==> src/rtl/fifo_read_packer_pkg.sv <==
// Shared FSM state type and width helpers for the FIFO read-side byte packer.
package fifo_pack_pkg;

   typedef enum logic {COLLECT, FLUSH_PEND} pack_state_e;

   localparam int DEF_WIDTH      = 8;
   localparam int DEF_WORD_BYTES = 4;
   localparam int DEF_CNT_W      = 16;

   function automatic int nbytes_w(input int word_bytes);
      return $clog2(word_bytes + 1);
   endfunction

   function automatic int word_w(input int width, input int word_bytes);
      return width * word_bytes;
   endfunction

endpackage

==> src/rtl/fifo_read_packer_if.sv <==
// Packer port bundle: FIFO show-ahead read side plus the valid/ready word output.
// out_parity exists only when PACKER_PARITY_EN is defined.
interface fifo_read_packer_if
   import fifo_pack_pkg::*;
#(
   parameter int WIDTH      = DEF_WIDTH,
   parameter int WORD_BYTES = DEF_WORD_BYTES,
   parameter int CNT_W      = DEF_CNT_W
);
   localparam int NB_W   = nbytes_w(WORD_BYTES);
   localparam int WORD_W = word_w(WIDTH, WORD_BYTES);

   logic [WIDTH-1:0]  fifo_data;
   logic              fifo_empty;
   logic              fifo_rd_en;
   logic              flush;
   logic [WORD_W-1:0] out_data;
   logic [NB_W-1:0]   out_nbytes;
   logic              out_valid;
   logic              out_ready;
   logic [CNT_W-1:0]  word_count;
`ifdef PACKER_PARITY_EN
   logic              out_parity;

   modport master (
      input  fifo_data, fifo_empty, flush, out_ready,
      output fifo_rd_en, out_data, out_nbytes, out_valid, word_count, out_parity
   );
   modport slave (
      output fifo_data, fifo_empty, flush, out_ready,
      input  fifo_rd_en, out_data, out_nbytes, out_valid, word_count, out_parity
   );
`else
   modport master (
      input  fifo_data, fifo_empty, flush, out_ready,
      output fifo_rd_en, out_data, out_nbytes, out_valid, word_count
   );
   modport slave (
      output fifo_data, fifo_empty, flush, out_ready,
      input  fifo_rd_en, out_data, out_nbytes, out_valid, word_count
   );
`endif

endinterface

==> src/rtl/fifo_read_packer_pack_out_slot.sv <==
// Single-entry output register with valid/ready hold; optional parity under PACKER_PARITY_EN.
module pack_out_slot #(
   parameter int WORD_W = 32,
   parameter int NB_W   = 3
) (
   input  logic              rd_clk,
   input  logic              reset_n,
   input  logic              load,
   input  logic [WORD_W-1:0] load_data,
   input  logic [NB_W-1:0]   load_nbytes,
   input  logic              out_ready,
   output logic              out_valid,
   output logic [WORD_W-1:0] out_data,
   output logic [NB_W-1:0]   out_nbytes,
`ifdef PACKER_PARITY_EN
   output logic              out_parity,
`endif
   output logic              slot_free
);
   logic              valid_reg;
   logic [WORD_W-1:0] data_reg;
   logic [NB_W-1:0]   nbytes_reg;

   assign slot_free = !valid_reg || out_ready;

   // The caller only raises load when slot_free, so a held word is never overwritten.
   always_ff @(posedge rd_clk or negedge reset_n) begin
      if (!reset_n) begin
         valid_reg  <= 1'b0;
         data_reg   <= '0;
         nbytes_reg <= '0;
      end else if (load) begin
         valid_reg  <= 1'b1;
         data_reg   <= load_data;
         nbytes_reg <= load_nbytes;
      end else if (out_ready) begin
         valid_reg  <= 1'b0;
      end
   end

`ifdef PACKER_PARITY_EN
   logic parity_reg;

   always_ff @(posedge rd_clk or negedge reset_n) begin
      if (!reset_n)
         parity_reg <= 1'b0;
      else if (load)
         parity_reg <= ^load_data;
   end

   assign out_parity = parity_reg;
`endif

   assign out_valid  = valid_reg;
   assign out_data   = data_reg;
   assign out_nbytes = nbytes_reg;

endmodule

==> src/rtl/fifo_read_packer.sv <==
// Pops bytes from a show-ahead FIFO and packs WORD_BYTES of them little-endian into words,
// with flush for partial tails. Optional out_parity via PACKER_PARITY_EN.
module fifo_read_packer
   import fifo_pack_pkg::*;
#(
   parameter int WIDTH      = DEF_WIDTH,
   parameter int WORD_BYTES = DEF_WORD_BYTES,
   parameter int CNT_W      = DEF_CNT_W
) (
   input  logic               rd_clk,
   input  logic               reset_n,
   fifo_read_packer_if.master bus
);
   localparam int NB_W     = nbytes_w(WORD_BYTES);
   localparam int WORD_W   = word_w(WIDTH, WORD_BYTES);
   localparam int CNT_BITS = $clog2(WORD_BYTES);
   localparam int PART_W   = (WORD_BYTES - 1) * WIDTH;
   localparam logic [CNT_BITS-1:0] LAST = CNT_BITS'(WORD_BYTES - 1);

   pack_state_e         state_reg;
   logic [CNT_BITS-1:0] cnt_reg;
   logic [CNT_W-1:0]    word_count_reg;
   logic [PART_W-1:0]   partial_flat;
   logic                slot_free;
   logic                pop;
   logic                last_pop;
   logic                flush_emit;
   logic                load;
   logic [WORD_W-1:0]   load_data;
   logic [NB_W-1:0]     load_nbytes;

   assign bus.fifo_rd_en = reset_n && !bus.fifo_empty && (state_reg == COLLECT) && !bus.flush
                           && ((cnt_reg != LAST) || slot_free);
   assign pop        = bus.fifo_rd_en;
   assign last_pop   = pop && (cnt_reg == LAST);
   assign flush_emit = slot_free && (((state_reg == COLLECT) && bus.flush && (cnt_reg != '0))
                                     || (state_reg == FLUSH_PEND));
   assign load       = last_pop || flush_emit;

   // The final byte bypasses storage, so only WORD_BYTES-1 slices are registered; clearing
   // them on every emission makes the unused upper slices of a partial word read as zero.
   genvar gi;
   generate
      for (gi = 0; gi < WORD_BYTES - 1; gi++) begin : g_slice
         logic [WIDTH-1:0] byte_reg;

         always_ff @(posedge rd_clk or negedge reset_n) begin
            if (!reset_n)
               byte_reg <= '0;
            else if (load)
               byte_reg <= '0;
            else if (pop && (cnt_reg == CNT_BITS'(gi)))
               byte_reg <= bus.fifo_data;
         end

         assign partial_flat[gi*WIDTH +: WIDTH] = byte_reg;
      end
   endgenerate

   assign load_data   = last_pop ? {bus.fifo_data, partial_flat} : {{WIDTH{1'b0}}, partial_flat};
   assign load_nbytes = last_pop ? NB_W'(WORD_BYTES) : NB_W'(cnt_reg);

   always_ff @(posedge rd_clk or negedge reset_n) begin
      if (!reset_n) begin
         state_reg      <= COLLECT;
         cnt_reg        <= '0;
         word_count_reg <= '0;
      end else begin
         if (load)
            word_count_reg <= word_count_reg + 1'b1;
         case (state_reg)
            COLLECT: begin
               if (load)
                  cnt_reg <= '0;
               else if (pop)
                  cnt_reg <= cnt_reg + 1'b1;
               else if (bus.flush && (cnt_reg != '0))
                  state_reg <= FLUSH_PEND;
            end
            FLUSH_PEND: begin
               if (flush_emit) begin
                  cnt_reg   <= '0;
                  state_reg <= COLLECT;
               end
            end
         endcase
      end
   end

   assign bus.word_count = word_count_reg;

   pack_out_slot #(
      .WORD_W (WORD_W),
      .NB_W   (NB_W)
   ) u_slot (
      .rd_clk      (rd_clk),
      .reset_n     (reset_n),
      .load        (load),
      .load_data   (load_data),
      .load_nbytes (load_nbytes),
      .out_ready   (bus.out_ready),
      .out_valid   (bus.out_valid),
      .out_data    (bus.out_data),
      .out_nbytes  (bus.out_nbytes),
`ifdef PACKER_PARITY_EN
      .out_parity  (bus.out_parity),
`endif
      .slot_free   (slot_free)
   );

endmodule

==> src/flat_wrapper.sv <==
// flat-port wrapper written by rule: the top's interface ports become plain ports
module fifo_read_packer_flat import fifo_pack_pkg::*;
#(
   parameter int WIDTH      = DEF_WIDTH,
   parameter int WORD_BYTES = DEF_WORD_BYTES,
   parameter int CNT_W      = DEF_CNT_W
)
  (rd_clk, reset_n, bus_fifo_data, bus_fifo_empty, bus_flush, bus_out_ready, bus_fifo_rd_en, bus_out_data, bus_out_nbytes, bus_out_valid, bus_word_count);
  fifo_read_packer_if #(.WIDTH(WIDTH), .WORD_BYTES(WORD_BYTES), .CNT_W(CNT_W)) bus_i ();
  input  logic rd_clk;
  input  logic reset_n;
  input wire logic [$bits(bus_i.fifo_data)-1:0] bus_fifo_data;
  input wire logic [$bits(bus_i.fifo_empty)-1:0] bus_fifo_empty;
  input wire logic [$bits(bus_i.flush)-1:0] bus_flush;
  input wire logic [$bits(bus_i.out_ready)-1:0] bus_out_ready;
  output wire logic [$bits(bus_i.fifo_rd_en)-1:0] bus_fifo_rd_en;
  output wire logic [$bits(bus_i.out_data)-1:0] bus_out_data;
  output wire logic [$bits(bus_i.out_nbytes)-1:0] bus_out_nbytes;
  output wire logic [$bits(bus_i.out_valid)-1:0] bus_out_valid;
  output wire logic [$bits(bus_i.word_count)-1:0] bus_word_count;
  assign bus_i.fifo_data = bus_fifo_data;
  assign bus_i.fifo_empty = bus_fifo_empty;
  assign bus_i.flush = bus_flush;
  assign bus_i.out_ready = bus_out_ready;
  assign bus_fifo_rd_en = bus_i.fifo_rd_en;
  assign bus_out_data = bus_i.out_data;
  assign bus_out_nbytes = bus_i.out_nbytes;
  assign bus_out_valid = bus_i.out_valid;
  assign bus_word_count = bus_i.word_count;
  fifo_read_packer #(.WIDTH(WIDTH), .WORD_BYTES(WORD_BYTES), .CNT_W(CNT_W)) u_core (.rd_clk(rd_clk), .reset_n(reset_n), .bus(bus_i));
endmodule
==> config.mk <==
export PLATFORM = sky130hd
export DESIGN_NAME = fifo_read_packer_flat
export DESIGN_NICKNAME = d
export VERILOG_FILES = /design/src/rtl/fifo_read_packer_pkg.sv /design/src/rtl/fifo_read_packer_if.sv /design/src/rtl/fifo_read_packer_pack_out_slot.sv /design/src/rtl/fifo_read_packer.sv /design/src/flat_wrapper.sv
export SDC_FILE = /design/constraint.sdc
export NUM_CORES = 1
export LEC_CHECK = 0
export ABC_AREA = 1
export CAP_MARGIN = 0
export CORE_ASPECT_RATIO = 0.8
export CORE_MARGIN = 2
export CORE_UTILIZATION = 45
export CTS_CLUSTER_SIZE = 25
export DETAILED_ROUTE_END_ITERATION = 7
export GPL_TIMING_DRIVEN = 0
export PLACE_DENSITY_LB_ADDON = 0.05
export SYNTH_ARGS = -nofsm -noshare
export SYNTH_HDL_FRONTEND = slang
export SYNTH_SLANG_ARGS = --single-unit
==> constraint.sdc <==
create_clock -name rd_clk -period 4.1 [get_ports rd_clk]
set_input_delay 0.615 -clock rd_clk [delete_from_list [all_inputs] [get_ports rd_clk]]
set_output_delay 0.615 -clock rd_clk [all_outputs]
set_load 0.005 [all_outputs]
==> metrics <==
WP data arrival between 2 and 2.5 ns; layout cells sized above 1 0.0917; HPWL after detailed placement between 5000 and 6000 µm; largest family of logic cells by synthesized area simple AND/OR/NAND/NOR gates; Seq cells post-synth just under 80; Area growth syn-to-layout 29.0%; Synth area leader dfrtp_1; R2R Path Start u_core.cnt_reg[0]; diode count 0; pwr dens between 600 and 700 mW/mm²; R2R Setup Slk roughly 2.3 ns; Simple-Gate Fraction of Synth Area 0.292; max_cap viols 0; # H-tree levels 3; Post-DP Area between 0.004 and 0.005 mm²; Pint 1830 µW; via-per-instance ratio roughly 4.8; row count 28; xor and xnor area share after synthesis 0.0226; Final Setup Violations 0; Bufs on Longest Clock Path 2; first-pass GRT wire length around 13000 µm; antenna-violating nets left 0; CP Class input pin to output port; Mean Syn Cell Area 8.75 µm²; Clk pwr share 0.202; Final Max Slew Viols 0; Post-synth EDFFs 0; Net Count, Synth 416; adder-cell share of the synthesized area 0.0180; gr ovfl total 0; cts repair resizes 0; # DRC 0; CP Data Required Time approximately 3.5 ns; TritonCTS Buffers 9; most frequent cells in the layout nand2_1, dfrtp_1, clkdlybuf4s50_1; Logic pwr share 0.391; CTS tree done; DP Worst Slack about 1.1 ns; Setup WS post-layout about 1.2 ns; Seq/Total Area, Yosys 0.568; multiplexer share of the synthesized area 0; CP Depth 7; Synth cell types 25; Post-Syn Area 0.00348 mm²; pin count of the biggest net entering global routing 67; VDD IR max about 350 µV; RSZ-0062 raised after global routing no; total die area 0.00847 mm²; Die Wd between 100 and 150 µm; commonest non-fill, non-tap cell in the layout nand2_1; port buffer count 65; Hold Path Class input pin to async pin; ys async rst share 1.00; Finished Cell Area 0.00449 mm²; drt initial violations about 120; Fillers around 690; initial antenna violation count 0; Worst Skew roughly 0.012 ns; Post-synth top flop dfrtp_1; minimum clock period ~2.9 ns; number of nets in the layout around 490; crit path from reset_n; synth warn 0; Pleak between 0.002 and 0.0025 µW; Via Count 2818; slowest CP cell clkdlybuf4s50_1; Post-Route WL approximately 7700 µm; main area contributors after synthesis dfrtp_1, nand2_1, o21ai_0; CTS root buffer clkbuf_8; Synth top area share 0.568; Switching Power between 1000 and 1500 µW; FF-to-FF path depth 11; share of total power in sequential cells 0.407; f_max approximately 340 MHz; startpoint type of the worst setup path input pin; GPL Wtd Cong a little under 1; Die Y approximately 83 µm; crit end category output port; Mapped Cells slightly below 400; CP Max Fanout 66; vias in the first global route 2628; total setup buffers inserted after CTS 0; gr usage total 0.201; Worst path max stage delay 0.55 ns; reg2reg end u_core.g_slice[2].byte_reg[2]; clk slew on worst S/H paths 0.09 ns; WP buf/inv 5; status completed; post-synthesis compound-gate area fraction 0.0445; Hold Fails Final Rpt 0; CTS Hold Buffers Added 0; post-route setup TNS 0 ns; sw frac 0.369; Worst-Skew Late Latency between 0.3 and 0.4 ns; Cell Chain, Critical Path buf_4 > buf_16 > inv_1 > nor2_4 > nand3_2 > clkinv_1 > clkdlybuf4s50_1; first drt pass iteration count 4; crit share post-route 0.719; Core ar. ~0.0075 mm²; critical path's top delay family buffers and inverters; Slew headroom 0.685; io pins 66; total clock sinks 79; Worst-Margin Slew approximately 0.47 ns; max reg flops 32; Initial Util 0.467; routed len/inst 13.1 µm
==> metal layers <==
| layer | part of all wire | vias up | GRT usage |
|---|---|---|---|
| met5 | 0 | - | 0 |
| met4 | 0.018 | 0 | 0.0760 |
| met3 | 0.065 | 16 | 0.0581 |
| met2 | 0.42 | 81 | 0.285 |
| met1 | 0.50 | 1313 | 0.292 |
| li1 | - | 1408 | - |
==> metrics by stage <==
stage | util | total power, µW | hold slack (ns) | cells
floorplan | - | 1850 | 0.319 | 398
global placement | 0.572 | 2330 | 0.453 | 568
detailed placement | 0.575 | 2350 | 0.458 | 569
CTS | 0.602 | 2950 | 0.0971 | 585
global route | 0.602 | 3140 | 0.0973 | 585
finish | 0.602 | 2910 | 0.104 | 585
==> area by class of cell <==
class / instances / area [µm²] / area share
Multi-Input combinational cell: 282 / 1320 / 0.293
Timing Repair Buffer: 66 / 676 / 0.150
Clock buffer: 9 / 124 / 0.0276
Buffer: 13 / 101 / 0.0226
Tap cell: 105 / 131 / 0.0292
Sequential cell: 79 / 1980 / 0.440
Clock inverter: 7 / 77.6 / 0.0173
Inverter: 24 / 90.1 / 0.0201
==> worst max-delay path by stage <==
stage	end	slack [ns]
global placement	bus_fifo_rd_en	-1.77
global route	bus_fifo_rd_en	0.99
finish	bus_fifo_rd_en	1.15
detailed placement	bus_fifo_rd_en	1.11
floorplan	bus_fifo_rd_en	2.41
CTS	bus_fifo_rd_en	1.10
==> power by group through the flow <==
stage / sequential, µW / clock [µW] / combinational (µW)
detailed placement: 1200 / 0 / 1150
CTS: 1180 / 605 / 1160
finish: 1180 / 587 / 1140
global route: 1210 / 634 / 1290
global placement: 1190 / 0 / 1130
floorplan: 1190 / 0 / 660
==> kinds of logic after synthesis <==
family	after synthesis
flops	79
xor+xnor	9
compound gates	31
simple gates	237
buf+inv	37
fa+ha+maj	5
==> synthesized netlist by cell type, types with 5 or more instances <==
cell type    n
buf_2        6
buf_6        5
dfrtp_1     79
ha_1         5
inv_1       21
nand2_1    182
nand3_1     18
nand4_1      5
nor2_1      16
o21ai_0     25
o21ai_1      6
xor2_1       5
No activity file was read; power rests on OpenSTA's default activity.
